--- config.mk ---
export PLATFORM = sky130hd
export DESIGN_NAME = pe_weight_streamer
export DESIGN_NICKNAME = d
export VERILOG_FILES = /design/src/rtl/pe_array_pkg.sv /design/src/rtl/weight_tile_ram.sv /design/src/rtl/pe_weight_streamer.sv
export SDC_FILE = /design/constraint.sdc
export NUM_CORES = 1
export LEC_CHECK = 0
export CORE_MARGIN = 2
export CORE_UTILIZATION = 29
export CTS_CLUSTER_DIAMETER = 100
export DETAILED_ROUTE_END_ITERATION = 8
export PLACE_DENSITY = 0.47
export SYNTH_ARGS = -nofsm -noshare
export SYNTH_HDL_FRONTEND = slang
export SYNTH_HIERARCHICAL = 1
export SYNTH_SLANG_ARGS = --single-unit
--- constraint.sdc ---
create_clock -name clk -period 3.7 [get_ports clk]
set_clock_uncertainty 0.1 [all_clocks]
set_input_delay 0.74 -clock clk [delete_from_list [all_inputs] [get_ports clk]]
set_output_delay 0.74 -clock clk [all_outputs]
set_load 0.01 [all_outputs]
--- src/rtl/pe_array_pkg.sv ---
// Shared defaults for the PE array and the column-head weight streamer state encoding.
package pe_array_pkg;

    localparam int unsigned DefWeightWidth = 16;
    localparam int unsigned DefWeightDepth = 4;
    localparam int unsigned DefNumRows     = 4;

    typedef enum logic [1:0] {
        StIdle  = 2'd0,
        StFill  = 2'd1,
        StDrain = 2'd2,
        StDone  = 2'd3
    } streamer_state_e;

    // Counter width that stays at least one bit for degenerate sizes.
    function automatic int unsigned cnt_width(input int unsigned n);
        return (n > 1) ? $clog2(n) : 1;
    endfunction

endpackage

--- src/rtl/weight_tile_ram.sv ---
// Simple dual-port tile buffer: synchronous write, one-cycle registered read.
module weight_tile_ram #(
    parameter int unsigned Width = 16,
    parameter int unsigned Depth = 16,
    parameter int unsigned Aw    = 4
) (
    input  logic             clk_i,
    input  logic             we_i,
    input  logic [Aw-1:0]    waddr_i,
    input  logic [Width-1:0] wdata_i,
    input  logic             re_i,
    input  logic [Aw-1:0]    raddr_i,
    output logic [Width-1:0] rdata_o
);

    logic [Width-1:0] mem_q [Depth];
    logic [Width-1:0] rdata_q;

    always_ff @(posedge clk_i) begin
        if (we_i) begin
            mem_q[waddr_i] <= wdata_i;
        end
        if (re_i) begin
            rdata_q <= mem_q[raddr_i];
        end
    end

    assign rdata_o = rdata_q;

endmodule

--- src/rtl/pe_weight_streamer.sv ---
// Buffers one weight tile in row-major order and re-emits it rows-reversed into the PE column.
module pe_weight_streamer
    import pe_array_pkg::*;
#(
    parameter int unsigned WEIGHT_WIDTH = DefWeightWidth,
    parameter int unsigned WEIGHT_DEPTH = DefWeightDepth,
    parameter int unsigned NUM_ROWS     = DefNumRows
) (
    input  logic                    clk,
    input  logic                    rst,
    input  logic                    start,
    output logic                    busy,
    output logic                    done,
    output logic                    err_len,
    input  logic                    s_axis_tvalid,
    output logic                    s_axis_tready,
    input  logic [WEIGHT_WIDTH-1:0] s_axis_tdata,
    input  logic                    s_axis_tlast,
    output logic                    m_axis_tvalid,
    input  logic                    m_axis_tready,
    output logic [WEIGHT_WIDTH-1:0] m_axis_tdata,
    output logic                    m_axis_tlast,
    output logic                    weight_load_enable
);

    localparam int unsigned TILE_WORDS = NUM_ROWS * WEIGHT_DEPTH;
    localparam int unsigned AW         = cnt_width(TILE_WORDS);
    localparam int unsigned RW         = cnt_width(NUM_ROWS);
    localparam int unsigned SW         = cnt_width(WEIGHT_DEPTH);
    localparam logic [AW-1:0] LastBase = AW'((NUM_ROWS - 1) * WEIGHT_DEPTH);

    streamer_state_e state_q, state_d;

    logic [AW-1:0] wr_cnt_q, wr_cnt_d;
    logic [RW-1:0] row_q, row_d;
    logic [SW-1:0] slot_q, slot_d;
    logic [AW-1:0] base_q, base_d;
    logic          issued_all_q, issued_all_d;
    logic          m_valid_q, m_valid_d;
    logic          m_last_q, m_last_d;
    logic          err_len_q, err_len_d;

    logic                    start_acc, s_hs, m_hs, fill_last, fill_to_drain;
    logic                    rd_issue, slot_last, row_last;
    logic [AW-1:0]           raddr;
    logic [WEIGHT_WIDTH-1:0] rdata;

    assign start_acc     = (state_q == StIdle) && start;
    assign s_hs          = (state_q == StFill) && s_axis_tvalid;
    assign fill_last     = (wr_cnt_q == AW'(TILE_WORDS - 1));
    assign fill_to_drain = s_hs && fill_last;
    assign m_hs          = m_valid_q && m_axis_tready;
    assign slot_last     = (slot_q == SW'(WEIGHT_DEPTH - 1));
    assign row_last      = (row_q == RW'(NUM_ROWS - 1));
    // Refill the output stage whenever it is empty or being drained this cycle.
    assign rd_issue      = (state_q == StDrain) && !issued_all_q && (!m_valid_q || m_axis_tready);
    assign raddr         = base_q + AW'(slot_q);

    // FSM: state register
    always_ff @(posedge clk) begin
        if (rst) begin
            state_q <= StIdle;
        end else begin
            state_q <= state_d;
        end
    end

    // FSM: next state
    always_comb begin
        state_d = state_q;
        unique case (state_q)
            StIdle:  if (start) state_d = StFill;
            StFill: begin
                if (s_hs && fill_last)         state_d = StDrain;
                else if (s_hs && s_axis_tlast) state_d = StIdle;
            end
            StDrain: if (m_hs && m_last_q) state_d = StDone;
            StDone:  state_d = StIdle;
            default: state_d = StIdle;
        endcase
    end

    // FSM: outputs
    always_comb begin
        s_axis_tready      = (state_q == StFill);
        busy               = (state_q == StFill) || (state_q == StDrain);
        done               = (state_q == StDone);
        weight_load_enable = (state_q == StDrain);
    end

    // Write counter, reversed-row read address generation and output stage.
    always_comb begin
        wr_cnt_d     = wr_cnt_q;
        err_len_d    = err_len_q;
        row_d        = row_q;
        slot_d       = slot_q;
        base_d       = base_q;
        issued_all_d = issued_all_q;
        m_last_d     = m_last_q;

        if (start_acc) begin
            wr_cnt_d  = '0;
            err_len_d = 1'b0;
        end
        if (s_hs) begin
            wr_cnt_d = fill_last ? '0 : wr_cnt_q + 1'b1;
            // Covers both a missing tlast on the final word and an early tlast.
            if (fill_last != s_axis_tlast) err_len_d = 1'b1;
        end
        if (fill_to_drain) begin
            row_d        = '0;
            slot_d       = '0;
            base_d       = LastBase;
            issued_all_d = 1'b0;
        end
        if (rd_issue) begin
            m_last_d = slot_last && row_last;
            if (!slot_last) begin
                slot_d = slot_q + 1'b1;
            end else begin
                slot_d = '0;
                if (row_last) begin
                    row_d        = '0;
                    issued_all_d = 1'b1;
                end else begin
                    row_d  = row_q + 1'b1;
                    base_d = base_q - AW'(WEIGHT_DEPTH);
                end
            end
        end else if (m_hs) begin
            m_last_d = 1'b0;
        end
        m_valid_d = rd_issue || (m_valid_q && !m_axis_tready);
    end

    always_ff @(posedge clk) begin
        if (rst) begin
            wr_cnt_q     <= '0;
            err_len_q    <= 1'b0;
            row_q        <= '0;
            slot_q       <= '0;
            base_q       <= LastBase;
            issued_all_q <= 1'b0;
            m_valid_q    <= 1'b0;
            m_last_q     <= 1'b0;
        end else begin
            wr_cnt_q     <= wr_cnt_d;
            err_len_q    <= err_len_d;
            row_q        <= row_d;
            slot_q       <= slot_d;
            base_q       <= base_d;
            issued_all_q <= issued_all_d;
            m_valid_q    <= m_valid_d;
            m_last_q     <= m_last_d;
        end
    end

    weight_tile_ram #(
        .Width (WEIGHT_WIDTH),
        .Depth (TILE_WORDS),
        .Aw    (AW)
    ) u_tile_ram (
        .clk_i   (clk),
        .we_i    (s_hs),
        .waddr_i (wr_cnt_q),
        .wdata_i (s_axis_tdata),
        .re_i    (rd_issue),
        .raddr_i (raddr),
        .rdata_o (rdata)
    );

    assign m_axis_tvalid = m_valid_q;
    assign m_axis_tlast  = m_last_q;
    assign m_axis_tdata  = m_valid_q ? rdata : '0;
    assign err_len       = err_len_q;

endmodule
Word level (Yosys, flattened, before mapping)
Memories as Yosys holds them, arrays and structs flattened. A register that Yosys moved wholly into a read port is not among the register bits. Cells that the tools add are included.

Muxes and demuxes: 31. Add/sub/neg operators: 5. Equal/unequal tests: 10. Reductions and logical operators: 21.

Operator list (count): 4-bit two-way mux (7); 2-bit two-way mux (11); 16-bit two-way mux (1); 1-bit two-way mux (11); 1-bit logical AND (10); 2-bit equality test (second input constant) (4); 2-bit one-hot mux with 4 select lines (1); 2-bit nonzero test (3); 2-bit by 1-bit adder with 2-bit output (second input constant) (2); 4-bit by 1-bit adder with 4-bit output (second input constant) (1); 4-bit by 2-bit adder with 4-bit output (1); 4-bit equality test (second input constant) (1); 4-bit by 3-bit subtractor with 4-bit output (second input constant) (1); 1-bit zero test (3); 1-bit logical OR (3); 3-bit by 1-bit inequality test with 1-bit output (second input constant) (1); 3-bit AND reduction (1); 2-bit by 1-bit equality test with 1-bit output (second input constant) (1); 2-bit zero test (1); 2-bit by 1-bit inequality test with 1-bit output (second input constant) (1); 2-bit inequality test (second input constant) (1); 1-bit inequality test (1).

Output and inout port bits: 23. Memories kept: 1. Bits in writable memories: 256. Word-level logic and storage cells: 77. Flip-flop bits (word level): 18. Bits of input ports: 22.

Memory list: u_tile_ram.mem_q (words 16, bits a word 16, read ports 1, clocked after memory_dff 1, wr ports 1, RTL line weight_tile_ram.sv:16) `logic [Width-1:0] mem_q [Depth];`.

Longest topological paths before layout
Gate-level depths: netlist (run 1).

Word-level depth: 7. Mapped depth: 9. Mapped depth without buffers: 7.

Cells and area by module
Netlist (run 1), hierarchy kept.

Modules (own cells, without submodules): weight_tile_ram (times used 1, seq. area each 8167.8 um^2, cells an instance 432, area an instance 10203.5 um^2); pe_weight_streamer (times used 1, seq. area each 360.3 um^2, cells an instance 131, area an instance 1128.6 um^2).

Worst setup path before layout (run 1)
OpenSTA, ideal clock, no wires.

Kind: in2reg. Start: in s_axis_tvalid. End: mem u_tile_ram.mem_q[0][0] (enable). Path buffers: 0. Slack: 0.621 ns. Data required time: 3.191 ns. Data arrival time: 2.570 ns. Cell stages on the path: 4. Path through: nand2_2 > inv_2 > or3b_2 > nor3_1.

Word-level cells in the longest chain between the ends: 3.

RTL lines: from (decl) (RTL line pe_weight_streamer.sv:15) `input logic s_axis_tvalid,`; 1-bit logical AND (RTL line pe_weight_streamer.sv:49) `assign s_hs = (state_q == StFill) && s_axis_tvalid;`; net s_hs (RTL line pe_weight_streamer.sv:43) `logic start_acc, s_hs, m_hs, fill_last, fill_to_drain;`; 1-bit two-way mux (RTL line weight_tile_ram.sv:20) `if (we_i) begin`; 1-bit two-way mux (implied by the code) (RTL line weight_tile_ram.sv:21) `mem_q[waddr_i] <= wdata_i;`; to (decl) (RTL line weight_tile_ram.sv:16).

The timed path passes the listed nets, and every way through them passes these cells.

Worst setup path in the final report (run 1)
Start: reg m_valid_q (netlist: m_axis_tvalid). End: out m_axis_tdata[1].

Word-level cells in the longest chain between the ends: 1.

RTL lines: from (decl) (RTL line pe_weight_streamer.sv:39) `logic m_valid_q, m_valid_d;`; from (signal assigned) (RTL line pe_weight_streamer.sv:153) `m_valid_q <= m_valid_d;`; 16-bit two-way mux (RTL line pe_weight_streamer.sv:174) `assign m_axis_tdata = m_valid_q ? rdata : '0;`; to (decl) (RTL line pe_weight_streamer.sv:21) `output logic [WEIGHT_WIDTH-1:0] m_axis_tdata,`.

Every way passes these cells.

==> flow_summary.json, run 1 <==
{
  "outcome": "complete, no violations",
  "main_area_contributors_after_synthesis": "sky130_fd_sc_hd__edfxtp_1 72%, sky130_fd_sc_hd__mux4_2 11%, sky130_fd_sc_hd__dfxtp_1 3.2%",
  "timing.setup.tns_ps": 0,
  "largest_net_degree_at_the_start_of_global_routing": 50,
  "timing_hold_violations_final": 0,
  "ant_nets": 0,
  "irDropWorstVdd_mv": 0.340,
  "dieHeight_um": 202,
  "avgViaCountPerCell": 4.77,
  "nets": 677,
  "routedWlPerCell_um": 22.3,
  "ioPinCount": 45,
  "rsz0062_at_grt": "false",
  "post_cts_resize_count": 0,
  "insertion_delay_ps": 550,
  "timing.critical_path.slowest_stage_cell": "sky130_fd_sc_hd__dfxtp_1",
  "cellPowerDensity_nw_per_um2": 501,
  "hold_path.class": "reg2reg",
  "floorplan.initialDensity_pct": 29.3,
  "overflow": 0,
  "path_cells": "and2_1, clkdlybuf4s50_1",
  "timing.final.setup_violations": 0,
  "vias_in_the_first_global_route": 5842,
  "initialDrtViolationCount": 385,
  "cts_hold_buf": 0,
  "number_of_antenna_violations_at_the_first_check_in_global_routing": 2,
  "grt.total_usage_pct": 13.1,
  "final.min_clock_period_ps": 3060,
  "asyncSetResetFlopFracSynth_pct": 0,
  "synth.top_cells.by_count": "272 x sky130_fd_sc_hd__edfxtp_1, 54 x sky130_fd_sc_hd__mux4_2, 34 x sky130_fd_sc_hd__a22oi_1, 22 x sky130_fd_sc_hd__nand2_1, 20 x sky130_fd_sc_hd__nor2_1",
  "h-tree-depth": 1,
  "gate_count_of_the_mapped_netlist": 563,
  "final.fill_count": 3576,
  "clock_sink_count": 290,
  "core_area_um2": 38600,
  "cts_made_buffers": 31,
  "maxSlewHeadroom_pct": 47.1,
  "crit_required_ps": 2860,
  "worst_setup_path_class": "reg2out",
  "routabilityCongestion": 0.772,
  "drv_slew": 0,
  "slowest_delay_ps": 830,
  "post-cts-setup-buffer-count": 0,
  "drv.max_cap_violation_count": 0,
  "achievable-frequency_mhz": 327,
  "io_buffer_count": 44,
  "mappedNetlistArea_um2": 11300,
  "syn_to_final_growth_pct": 20.0,
  "cts.reportedPaths.clkPinSlew_ps": 60,
  "synth_enable_flop_cells": 272,
  "post-route-worst-setup-slack_ps": 643,
  "cts_root_buf": "sky130_fd_sc_hd__clkbuf_16",
  "crit_arrival_ps": 2220,
  "wire_length_of_the_first_global_routing_pass_mm": 39.4,
  "final_design_area_excluding_fillers_um2": 13600,
  "synth_area_per_cell_um2": 20.1,
  "synth_flop_cell": "sky130_fd_sc_hd__edfxtp_1",
  "drt_pass1_iterations": 5,
  "place_ws_ps": 646,
  "final_core_util_pct": 35.2,
  "cell_with_the_most_instances_after_synthesis": "sky130_fd_sc_hd__edfxtp_1",
  "synthDistinctLibCells": 46,
  "synth.net_count": 595,
  "number_of_vias_in_the_routed_layout": 5666,
  "post-route-period-util_pct": 82.6,
  "post-synth-top-area-cell": "sky130_fd_sc_hd__edfxtp_1",
  "floorplan.die_area_um2": 40700,
  "path_max_fanout": 22,
  "tritoncts_clock_tree": "built",
  "clock_tree.buffer_depth": 3,
  "ys_seq_area_share_pct": 75.3,
  "cellLeakagePower_nw": 4.25,
  "yosysWarnings": 6,
  "placement_rows": 72,
  "crit_path_end_kind": "primary output",
  "dieWidth_um": 202,
  "totalWireLength_mm": 26.5,
  "postPlaceCellArea_um2": 12600,
  "post_synthesis_sequential_element_count": 290,
  "post-route-drc-count": 0,
  "detailed_place_hpwl_mm": 17.1,
  "final_layout_size_suffix_gt1_share_pct": 24.5,
  "worst_hold_slack_ps": 385,
  "critical_path.startpoint_type": "flop",
  "synth_top_cell_area_share_pct": 72.1,
  "tightest_slew_ps": 790
}
layout by cell type (no fill, tap or decap), types with 2 or more instances in the layout:
| master | count |
|---|---|
| sky130_fd_sc_hd__nor2_2 | 12 |
| sky130_fd_sc_hd__nand3b_1 | 3 |
| sky130_fd_sc_hd__a31oi_1 | 2 |
| sky130_fd_sc_hd__inv_1 | 7 |
| sky130_fd_sc_hd__mux4_1 | 10 |
| sky130_fd_sc_hd__a21oi_1 | 11 |
| sky130_fd_sc_hd__inv_2 | 3 |
| sky130_fd_sc_hd__clkdlybuf4s50_1 | 44 |
| sky130_fd_sc_hd__clkinv_4 | 3 |
| sky130_fd_sc_hd__nor3_1 | 2 |
| sky130_fd_sc_hd__a211oi_1 | 3 |
| sky130_fd_sc_hd__edfxtp_1 | 272 |
| sky130_fd_sc_hd__buf_4 | 28 |
| sky130_fd_sc_hd__clkinvlp_4 | 3 |
| sky130_fd_sc_hd__a22oi_1 | 34 |
| sky130_fd_sc_hd__nand2b_1 | 5 |
| sky130_fd_sc_hd__bufinv_16 | 4 |
| sky130_fd_sc_hd__nand3_1 | 9 |
| sky130_fd_sc_hd__dfxtp_1 | 18 |
| sky130_fd_sc_hd__and2_1 | 19 |
| sky130_fd_sc_hd__or3_1 | 2 |
| sky130_fd_sc_hd__nor2b_1 | 4 |
| sky130_fd_sc_hd__nand2_1 | 22 |
| sky130_fd_sc_hd__o21ai_0 | 2 |
| sky130_fd_sc_hd__nor4_1 | 2 |
| sky130_fd_sc_hd__buf_12 | 2 |
| sky130_fd_sc_hd__nor3_2 | 4 |
| sky130_fd_sc_hd__clkinv_2 | 9 |
| sky130_fd_sc_hd__nor2_1 | 8 |
| sky130_fd_sc_hd__and3_1 | 2 |
| sky130_fd_sc_hd__ha_1 | 8 |
| sky130_fd_sc_hd__clkbuf_16 | 31 |
| sky130_fd_sc_hd__clkinv_1 | 5 |
| sky130_fd_sc_hd__xnor2_1 | 2 |
| sky130_fd_sc_hd__mux4_2 | 54 |
worst paths after layout:
check | startpoint | to | slack (ps) | cells after the start
worst min register to register | row_q[1]$_SDFF_PP0_ | row_q[1]$_SDFF_PP0_ | 380 | 2
worst max-delay path | m_axis_tvalid$_SDFF_PP0_ | m_axis_tdata[1] | 640 | 2
worst max register to register | slot_q[0]$_SDFFE_PP0P_ | u_tile_ram/rdata_o[0]$_DFFE_PP_ | 770 | 8
worst min-delay path | row_q[1]$_SDFF_PP0_ | row_q[1]$_SDFF_PP0_ | 380 | 2
worst max-delay path: cells and delay by family (launching register included):
family	cells	cell delay [ps]
buffers and inverters	1	560
flip-flops	1	830
AND/OR/NAND/NOR	1	290
sequential cells by signal, indices dropped and copies added, names as in the netlist, 2 cells and up, named ones only:
name	flops
row_q	2
slot_q	2
base_q	4
wr_cnt_q	4
u_tile_ram/mem_q	256
u_tile_ram/rdata_o	16
area by class of cell:
cell class,instances,area [um2],share of cell area [%]
flip-flops and latches,290,8530,62.7
multi-input cells,238,2680,19.7
clock buffers,32,779,5.73
repair buffers,74,691,5.08
well taps,518,648,4.76
clock inverters,25,241,1.78
inverters,10,37.5,0.276
diodes,1,2.50,0.0184
power by group:
| part | switching, mW | total, mW | internal (mW) |
|---|---|---|---|
| Clock | 1.25 | 3.06 | 1.81 |
| Combinational | 0.0969 | 0.148 | 0.0510 |
| Sequential | 0.00930 | 3.61 | 3.60 |
| Total | 1.35 | 6.82 | 5.46 |
layer usage:
metal,track usage [%],up-vias,part of all wire (%)
li1,-,2486,-
met1,18.8,2953,46
met2,20.8,188,46
met3,2.27,37,6.2
met4,2.86,2,1.8
met5,0,-,0.049
kinds of logic (layout without fill, tap and decap cells):
logic type | after synthesis | after routing | share of synthesized area [%]
buf+inv | 35 | 141 | 1.69
flops | 290 | 290 | 75.3
other cells | 0 | 1 | 0
xor+xnor | 3 | 3 | 0.232
mux | 64 | 64 | 13.1
compound gates | 58 | 58 | 3.70
fa+ha+maj | 10 | 10 | 1.17
simple gates | 103 | 103 | 4.90
per-stage QoR:
stage                     total power [mW]  instances
after global placement                3.82       1130
after global routing                  7.05       1187
after detailed placement              3.83       1130
after floorplan                       3.73        563
final                                 6.82       1188
after CTS                             6.90       1187
(Power assumes the default switching activity.)
==> inputs of run 2 (changes only) <==
clock period = 2.93 ns   (was 3.7 ns; I/O delays follow)
==> flow_summary.json, run 2 (synthesized netlist as in run 1, its figures left out) <==
{
  "outcome": "complete, no violations",
  "post-route-period-util_pct": 92.3,
  "placement_rows": 72,
  "achievable-frequency_mhz": 370,
  "detailed_place_hpwl_mm": 16.4,
  "cts_made_buffers": 31,
  "finalPower_mw": 8.33,
  "critical_path.startpoint_type": "flop",
  "io_buffer_count": 44,
  "core_area_um2": 38600,
  "final_common_cell": "sky130_fd_sc_hd__edfxtp_1",
  "layout.cells.most_common_list": "272 x sky130_fd_sc_hd__edfxtp_1, 54 x sky130_fd_sc_hd__mux4_2, 44 x sky130_fd_sc_hd__clkdlybuf4s50_1",
  "reg2reg_from": "slot_q[0]$_SDFFE_PP0P_",
  "cts.reportedPaths.clkPinSlew_ps": 60,
  "post_cts_resize_count": 0,
  "final_core_util_pct": 35.3,
  "setup.worst_path.start": "slot_q[0]$_SDFFE_PP0P_",
  "insertion_delay_ps": 570,
  "setup.worst_path.end": "u_tile_ram/rdata_o[5]$_DFFE_PP_",
  "number_of_antenna_violations_at_the_first_check_in_global_routing": 1,
  "final_design_area_excluding_fillers_um2": 13700,
  "ant_nets": 0,
  "totalWireLength_mm": 26.3,
  "routabilityCongestion": 0.705,
  "vias_in_the_first_global_route": 5908,
  "path_max_fanout": 9,
  "overflow": 0,
  "post-cts-setup-buffer-count": 0,
  "clock_sink_count": 290,
  "irDropWorstVdd_mv": 0.456,
  "routedWlPerCell_um": 22.1,
  "drv_slew": 0,
  "syn_to_final_growth_pct": 20.5,
  "drt_pass1_iterations": 4,
  "crit_path_end_kind": "flop",
  "timing_hold_violations_final": 0,
  "worst_setup_path_class": "reg2reg",
  "insertedDiodeCount": 0,
  "tightest_slew_ps": 914,
  "top_register": "u_tile_ram/mem_q",
  "cellLeakagePower_nw": 4.26,
  "reg2reg_slack_ps": 230,
  "nets": 683,
  "avgViaCountPerCell": 4.74,
  "final_layout_size_suffix_gt1_share_pct": 24.0,
  "tritoncts_clock_tree": "built",
  "largest_net_degree_at_the_start_of_global_routing": 39,
  "dieWidth_um": 202,
  "timing.reg2reg.worst_path_depth": 8,
  "drv.max_cap_violation_count": 0,
  "wire_length_of_the_first_global_routing_pass_mm": 38.8,
  "floorplan.die_area_um2": 40700,
  "cts_hold_buf": 0,
  "hold_path.class": "reg2reg",
  "post-route-drc-count": 0,
  "initialDrtViolationCount": 347,
  "dieHeight_um": 202,
  "critical_path.reg2reg.endpoint": "u_tile_ram/rdata_o[5]$_DFFE_PP_",
  "maxSlewHeadroom_pct": 38.9,
  "ioPinCount": 45,
  "grt.total_usage_pct": 12.9,
  "cts_root_buf": "sky130_fd_sc_hd__clkbuf_16",
  "number_of_vias_in_the_routed_layout": 5642,
  "crit_required_ps": 3260,
  "max_ffs_per_register": 256,
  "rsz0062_at_grt": "false",
  "h-tree-depth": 1,
  "final.min_clock_period_ps": 2700,
  "floorplan.initialDensity_pct": 29.3,
  "postPlaceCellArea_um2": 12700,
  "timing.setup.tns_ps": 0,
  "crit_arrival_ps": 3040,
  "timing.final.setup_violations": 0,
  "cellPowerDensity_nw_per_um2": 610,
  "clock_tree.buffer_depth": 3
}
==> run 2: cell count changes in the layout (fill, tap and decap cells not counted), sizes merged <==
cell,previous run,this run
clkbuf,32,36
clkinv,17,13
buf,30,36
bufinv,4,1
clkinvlp,3,2
inv,11,12
diode,1,0
==> run 2: layout make-up <==
| type | instances | area (um2) |
|---|---|---|
| Multi-Input combinational cell | 238 | 2680 |
| Sequential cell | 290 | 8530 |
| Timing Repair Buffer | 80 | 836 |
| Fill cell | 3551 | 25000 |
| Clock inverter | 18 | 130 |
| Clock buffer | 36 | 795 |
| Inverter | 10 | 37.5 |
| Tap cell | 518 | 648 |
==> run 2: power by group <==
part	internal, mW	leakage, nW	switching, mW
logic	0.0692	1.21	0.112
registers	4.55	2.59	0.0118
clock network	2.02	0.453	1.57
==> run 2: metal layers <==
metal | global-route usage [%] | vias up | share of wire [%]
li1 | - | 2503 | -
met1 | 17.8 | 2978 | 45
met2 | 21.0 | 127 | 48
met3 | 2.66 | 32 | 5.4
met4 | 2.86 | 2 | 2.1
met5 | 0 | - | 0.061
==> run 2: how the worst min path moves through the flow <==
stage	slack (ps)	end	start	cells after the start
final	390	row_q[0]$_SDFF_PP0_	row_q[0]$_SDFF_PP0_	2
after global routing	420	row_q[1]$_SDFF_PP0_	row_q[1]$_SDFF_PP0_	2
after CTS	390	row_q[0]$_SDFF_PP0_	row_q[0]$_SDFF_PP0_	2
after detailed placement	380	row_q[0]$_SDFF_PP0_	row_q[0]$_SDFF_PP0_	2
after global placement	360	row_q[1]$_SDFF_PP0_	row_q[1]$_SDFF_PP0_	2
after floorplan	330	base_q[0]$_SDFFE_PP0P_	base_q[0]$_SDFFE_PP0P_	1
==> run 2: worst max-delay path, stage by stage, from the launching register on <==
cell and delay [ps]:
sky130_fd_sc_hd__dfxtp_1 420, sky130_fd_sc_hd__ha_4 170, sky130_fd_sc_hd__inv_1 40, sky130_fd_sc_hd__fa_1 380, sky130_fd_sc_hd__xnor2_1 260, sky130_fd_sc_hd__nor2b_1 730
sky130_fd_sc_hd__buf_4 320, sky130_fd_sc_hd__a22oi_1 90, sky130_fd_sc_hd__nand2_1 80
==> run 2: metrics by stage <==
stage	hold WS (ps)	setup WS [ps]	instances
finish	391	225	1190
global route	422	15.7	1190
CTS	388	146	1190
detailed placement	379	164	1136
global placement	356	221	1136
floorplan	334	256	563
